==> src/rtl/instruction_cache_if.sv <==
// Fetch-side and memory-side signal bundle for the instruction cache.
interface instruction_cache_if #(
  parameter int unsigned ADDR_W = 10
) ();
  logic [31:0]       PC;
  logic [31:0]       INSTRUCTION;
  logic              BUSYWAIT;
  logic              MEM_READ;
  logic [ADDR_W-5:0] MEM_ADDRESS;
  logic [127:0]      MEM_READDATA;
  logic              MEM_BUSYWAIT;

  // Cache side
  modport slave (
    input  PC,
    input  MEM_READDATA,
    input  MEM_BUSYWAIT,
    output INSTRUCTION,
    output BUSYWAIT,
    output MEM_READ,
    output MEM_ADDRESS
  );

  // CPU / memory environment side
  modport master (
    output PC,
    output MEM_READDATA,
    output MEM_BUSYWAIT,
    input  INSTRUCTION,
    input  BUSYWAIT,
    input  MEM_READ,
    input  MEM_ADDRESS
  );
endinterface

==> src/rtl/instruction_cache.sv <==
// Direct-mapped read-only instruction cache with 16-byte lines and a single-block refill FSM.
module instruction_cache #(
  parameter int unsigned NUM_BLOCKS = 8,
  parameter int unsigned ADDR_W     = 10
) (
  input  logic                CLK,
  input  logic                RESET,
  instruction_cache_if.slave  bus
);

  localparam int unsigned IDX_W = $clog2(NUM_BLOCKS);
  localparam int unsigned TAG_W = ADDR_W - 4 - IDX_W;
  localparam int unsigned BLK_W = ADDR_W - 4;

  localparam logic [1:0] S_IDLE   = 2'd0;
  localparam logic [1:0] S_FETCH  = 2'd1;
  localparam logic [1:0] S_UPDATE = 2'd2;

  logic [1:0]            r_state;
  logic [NUM_BLOCKS-1:0] r_valid;
  logic [TAG_W-1:0]      r_tag  [NUM_BLOCKS];
  logic [127:0]          r_data [NUM_BLOCKS];
  logic [BLK_W-1:0]      r_fetch_blk;
  logic                  r_first;
  logic [127:0]          r_line_buf;

  logic [1:0]       w_offset;
  logic [IDX_W-1:0] w_index;
  logic [TAG_W-1:0] w_tag;
  logic             w_hit;
  logic [127:0]     w_line;
  logic [31:0]      w_word;
  logic [IDX_W-1:0] w_fill_idx;
  logic [TAG_W-1:0] w_fill_tag;
  logic             w_fill;
  logic             w_unused_pc;

  assign w_offset   = bus.PC[3:2];
  assign w_index    = bus.PC[3+IDX_W:4];
  assign w_tag      = bus.PC[ADDR_W-1:4+IDX_W];
  assign w_line     = r_data[w_index];
  assign w_word     = w_line[{w_offset, 5'b0} +: 32];
  assign w_hit      = r_valid[w_index] && (r_tag[w_index] == w_tag);
  assign w_fill_idx = r_fetch_blk[IDX_W-1:0];
  assign w_fill_tag = r_fetch_blk[BLK_W-1:IDX_W];
  // A reset in the UPDATE cycle aborts the refill, so the line must not be written.
  assign w_fill     = (r_state == S_UPDATE) && !RESET;
  // Byte-lane and out-of-space PC bits are deliberately ignored (addresses alias).
  assign w_unused_pc = ^{bus.PC[31:ADDR_W], bus.PC[1:0]};

  // Control state: FSM, valid bits, refill block address and captured block.
  always_ff @(posedge CLK) begin
    if (RESET) begin
      r_state     <= S_IDLE;
      r_valid     <= '0;
      r_fetch_blk <= '0;
      r_first     <= 1'b0;
    end else begin
      unique case (r_state)
        S_IDLE: begin
          if (!w_hit) begin
            r_fetch_blk <= bus.PC[ADDR_W-1:4];
            r_first     <= 1'b1;
            r_state     <= S_FETCH;
          end
        end
        S_FETCH: begin
          r_first <= 1'b0;
          // The request is visible for at least one cycle before data is accepted.
          if (!r_first && !bus.MEM_BUSYWAIT) begin
            r_line_buf <= bus.MEM_READDATA;
            r_state    <= S_UPDATE;
          end
        end
        S_UPDATE: begin
          r_valid[w_fill_idx] <= 1'b1;
          r_state             <= S_IDLE;
        end
        default: r_state <= S_IDLE;
      endcase
    end
  end

  // Line storage: tag and data are never cleared, only the valid bits are.
  always_ff @(posedge CLK) begin
    if (w_fill) begin
      r_data[w_fill_idx] <= r_line_buf;
      r_tag[w_fill_idx]  <= w_fill_tag;
    end
  end

  // Outputs: hit data in IDLE, stall otherwise; everything quiet while in reset.
  always_comb begin
    bus.INSTRUCTION = 32'd0;
    bus.BUSYWAIT    = 1'b0;
    bus.MEM_READ    = 1'b0;
    bus.MEM_ADDRESS = '0;
    if (!RESET) begin
      unique case (r_state)
        S_IDLE: begin
          if (w_hit) begin
            bus.INSTRUCTION = w_word;
          end else begin
            bus.BUSYWAIT = 1'b1;
          end
        end
        S_FETCH: begin
          bus.BUSYWAIT    = 1'b1;
          bus.MEM_READ    = 1'b1;
          bus.MEM_ADDRESS = r_fetch_blk;
        end
        default: begin
          bus.BUSYWAIT = 1'b1;
        end
      endcase
    end
  end

endmodule

==> src/flat_wrapper.sv <==
// flat-port wrapper written by rule: the top's interface ports become plain ports
module instruction_cache_flat 
#(
  parameter int unsigned NUM_BLOCKS = 8,
  parameter int unsigned ADDR_W     = 10
)
  (CLK, RESET, bus_PC, bus_MEM_READDATA, bus_MEM_BUSYWAIT, bus_INSTRUCTION, bus_BUSYWAIT, bus_MEM_READ, bus_MEM_ADDRESS);
  instruction_cache_if #(.ADDR_W(ADDR_W)) bus_i ();
  input  logic CLK;
  input  logic RESET;
  input wire logic [$bits(bus_i.PC)-1:0] bus_PC;
  input wire logic [$bits(bus_i.MEM_READDATA)-1:0] bus_MEM_READDATA;
  input wire logic [$bits(bus_i.MEM_BUSYWAIT)-1:0] bus_MEM_BUSYWAIT;
  output wire logic [$bits(bus_i.INSTRUCTION)-1:0] bus_INSTRUCTION;
  output wire logic [$bits(bus_i.BUSYWAIT)-1:0] bus_BUSYWAIT;
  output wire logic [$bits(bus_i.MEM_READ)-1:0] bus_MEM_READ;
  output wire logic [$bits(bus_i.MEM_ADDRESS)-1:0] bus_MEM_ADDRESS;
  assign bus_i.PC = bus_PC;
  assign bus_i.MEM_READDATA = bus_MEM_READDATA;
  assign bus_i.MEM_BUSYWAIT = bus_MEM_BUSYWAIT;
  assign bus_INSTRUCTION = bus_i.INSTRUCTION;
  assign bus_BUSYWAIT = bus_i.BUSYWAIT;
  assign bus_MEM_READ = bus_i.MEM_READ;
  assign bus_MEM_ADDRESS = bus_i.MEM_ADDRESS;
  instruction_cache #(.NUM_BLOCKS(NUM_BLOCKS), .ADDR_W(ADDR_W)) u_core (.CLK(CLK), .RESET(RESET), .bus(bus_i));
endmodule
==> config.mk <==
export PLATFORM = sky130hd
export DESIGN_NAME = instruction_cache_flat
export DESIGN_NICKNAME = d
export VERILOG_FILES = /design/src/rtl/instruction_cache_if.sv /design/src/rtl/instruction_cache.sv /design/src/flat_wrapper.sv
export SDC_FILE = /design/constraint.sdc
export NUM_CORES = 1
export LEC_CHECK = 0
export CORE_UTILIZATION = 50
export CTS_CLUSTER_SIZE = 14
export DETAILED_ROUTE_END_ITERATION = 12
export PLACE_DENSITY = 0.71
export SLEW_MARGIN = 20
export SYNTH_ARGS = -nofsm -noshare
export SYNTH_HDL_FRONTEND = slang
export SYNTH_SLANG_ARGS = --single-unit
==> constraint.sdc <==
create_clock -name CLK -period 14.9 [get_ports CLK]
set_input_delay 3.725 -clock CLK [delete_from_list [all_inputs] [get_ports CLK]]
set_output_delay 3.725 -clock CLK [all_outputs]
set_load 0.005 [all_outputs]
==> results.md <==
- Detailed-route wire length per cell: 27.5 µm
- Number of max-slew violations in the final report: 0
- Initial DRT Pass Iterations: 5
- Cell count after synthesis: 1746
- Number of nets at the end of the flow: 2142
- Internal portion of total power: 5460 µW
- GR Util All Layers: 20.1%
- Clock Latency Late Sink: 680 ps
- Part of the total power dissipated in the clock network: 41.3%
- Residual overflow from global routing: 0
- PortBufs: 178
- Fillers: 5993
- Reg2reg path depth: 5
- Cell area after placement: 47600 µm²
- Ys Warns: 0
- Final WL: 88800 µm
- Clock tree from TritonCTS: built
- DRC violation count after routing: 0
- Post-route design area: 51300 µm²
- Routed vias: 19200
- Max IR drop VDD: 0.0969 mV
- Setup Total Neg Slack: 0 ps
- Worst hold endpoint: u_core.r_valid[7]
- Fin Clk Skew: 20.8 ps
- Layout Area Growth over Synthesis: 15.5%
- Share of the cycle needed by the critical path after routing: 75.6%
- Hold Crit Depth: 1
- Number of flip-flops and latches in the synthesized netlist: 1193
- Part of the Yosys area used for sequential elements: 80.3%
- Unrepaired setup endpoints after global routing: no
- Total number of clock tree sinks: 1193
- Sequential Area: 35700 µm²
- Worst relative slew slack: 32.6%
- Gate power share: 4.0%
- PostCTS Resize Cnt: 0
- Cell Area, Synth: 44400 µm²
- Actual slew at the worst max-slew pin: 1010 ps
- Maximum count of clock buffers along a single path: 3
- Number of antenna violations at the first check in global routing: 0
- Fraction of the core area covered by cells at the end of the flow: 58.7%
- Nets in the synthesized netlist: 1909
- Initial Util: 50.8%
- Category of the worst setup path launch point: primary input
- Number of setup violations in the final report: 0
- Achievable clock frequency: 88.8 MHz
- Clock root buffer: clkbuf_16
- Number of buffers added to fix hold violations after cts: 0
- RR Startpoint: u_core.r_state[0]
- Source of the worst hold timing path: u_core.r_valid[7]
- Full die area: 90000 µm²
- Result of the run: finished, final reports clean
- Detail Placement HPWL: 43400 µm
- Critical path peak fanout: 111
- Count of standard-cell rows: 108
- Critical path class: primary input to output pin
- Pin count of the biggest net entering global routing: 133
- Sort of element at the end of the critical path: output pin
- Worst reg2reg setup slack: 11980 ps
- Final-report hold violation count: 0
- Net switching power: 1370 µW
- Part of the total power dissipated in sequential elements: 54.7%
- First-pass GRT wire length: 132000 µm
- Number of global-route vias before repair: 20400
- Arrival time of data at the critical path endpoint: 7530 ps
- Fraction of final layout cells with drive strength greater than 1: 26.3%
- Avg Cell Area, Syn: 25.4 µm²
- Post-CTS setup buffers: 0
- Average vias per placed instance: 5.93
- Chip height: 300 µm
- Static leakage power: 0.0160 µW
- H-tree Lvls: 3
- Inserted Diodes: 0
- Crit Reg-Reg Endpoint: u_core.r_data[5][113]
- Antenna-violating nets left: 0
- Fraction of power spent switching nets: 20.0%
- Number of buffers added by the clock tree synthesis step: 115
- Commonest cells after routing, fill and taps aside: edfxtp_1, mux4_2, clkdlybuf4s50_1, clkbuf_16, mux2i_1
- Post-synth cell types: 29
- Area occupied by multi-input gates: 8420 µm²
- Core area: 87400 µm²
- Width of the die: 300 µm
- Count of boundary I/O pins: 203
- Required time of the worst setup path: 11180 ps
- Most common cell after layout, fill and taps aside: edfxtp_1
- Starting DRT DRC Count: 1749
- Final weighted congestion in routability-driven placement: 0.713
- Clock-pin transition on the worst setup and hold timing paths: 60 ps
- Pwr/cell area: 133 nW/µm²
- Time the worst path needs with I/O delays and setup: 11260 ps
- Max-cap check violation count: 0
- Type of the worst min-delay path: flop to flop
==> critical path, cell delays in order <==
cell             delay [ps]
buf_8                   690
buf_12                  650
mux4_2                  610
mux4_2                  470
mux2i_1                 520
nor3_1                  130
clkdlybuf4s50_1         490
==> per-stage QoR <==
| step | std cells | power [µW] | setup WS (ps) | hold slack [ps] |
|---|---|---|---|---|
| floorplan | 1746 | 3970 | 477 | 421 |
| global placement | 3017 | 4070 | 3620 | 428 |
| detailed placement | 3017 | 4080 | 3610 | 437 |
| CTS | 3230 | 6880 | 3620 | 451 |
| global route | 3230 | 7020 | 3320 | 480 |
| finish | 3230 | 6820 | 3640 | 451 |
==> cell type report <==
class,count,area share (%)
Clock buffer,137,5.93
Inverter,2,0.0146
Clock inverter,76,1.30
Multi-Input combinational cell,464,16.4
Tap cell,1155,2.82
Timing Repair Buffer,203,4.06
Sequential cell,1193,69.5
==> state kept, by name, indices dropped and copies added (netlist names) <==
name and cells:
u_core.r_tag 24, u_core.r_first 1, u_core.r_valid 8, u_core.r_state 2, u_core.r_fetch_blk 6, u_core.r_line_buf 128
u_core.r_data 1024
==> worst max path at each step <==
stage	end	cells past startpoint	slack (ps)	start
5_1_grt	bus_INSTRUCTION[31]	7	3320	bus_PC[4]
3_5_place_dp	bus_INSTRUCTION[31]	7	3610	bus_PC[4]
3_3_place_gp	bus_INSTRUCTION[31]	7	3620	bus_PC[4]
4_1_cts	bus_INSTRUCTION[31]	7	3620	bus_PC[4]
6_report	bus_INSTRUCTION[31]	7	3640	bus_PC[4]
2_1_floorplan	u_core.r_line_buf[0]	2	480	RESET
==> power by group through the flow <==
stage               Clock, µW  Sequential (µW)  Combinational, µW
CTS                      2870             3730                278
floorplan                   0             3800                174
finish                   2820             3730                272
global placement            0             3790                273
global route             3000             3730                290
detailed placement          0             3800                276
==> routing by layer <==
| metal | vias up | track usage (%) | part of all wire, % |
|---|---|---|---|
| li1 | 8038 | - | - |
| met1 | 10400 | 28.2 | 42 |
| met2 | 622 | 33.2 | 50 |
| met3 | 108 | 3.30 | 5.7 |
| met4 | 0 | 5.09 | 1.6 |
| met5 | - | 0 | 0 |
==> cells by family (layout without fill, tap and decap cells) <==
logic type      after synthesis  in the layout  share of synthesized area [%]
compound gates               14             14                          0.282
xor+xnor                      3              3                          0.110
buf+inv                      89            418                          0.910
flops                      1193           1193                           80.3
mux                         376            376                           17.6
simple gates                 71             71                          0.800
==> cell usage after synthesis (all sizes together) <==
cell / instances / area, µm²
nand4: 1 / 6.26
edfxtp: 1176 / 35300
mux2i: 50 / 500
nor2: 7 / 26.3
nand2b: 2 / 12.5
nor3: 35 / 175
nor3b: 2 / 15.0
nand3b: 1 / 7.51
or3: 1 / 6.26
o221a: 1 / 11.3
mux2: 1 / 11.3
and2: 6 / 37.5
a41oi: 2 / 36.3
inv: 2 / 7.51
nand3: 1 / 5.00
or2: 1 / 6.26
clkbuf: 35 / 131
mux4: 325 / 7320
o21a: 1 / 7.51
buf: 52 / 265
nand2: 13 / 48.8
xor2: 3 / 48.8
and4: 1 / 8.76
o21ai: 2 / 10.0
a21o: 8 / 60.1
dfxtp: 17 / 340
(Power assumes the default switching activity.)
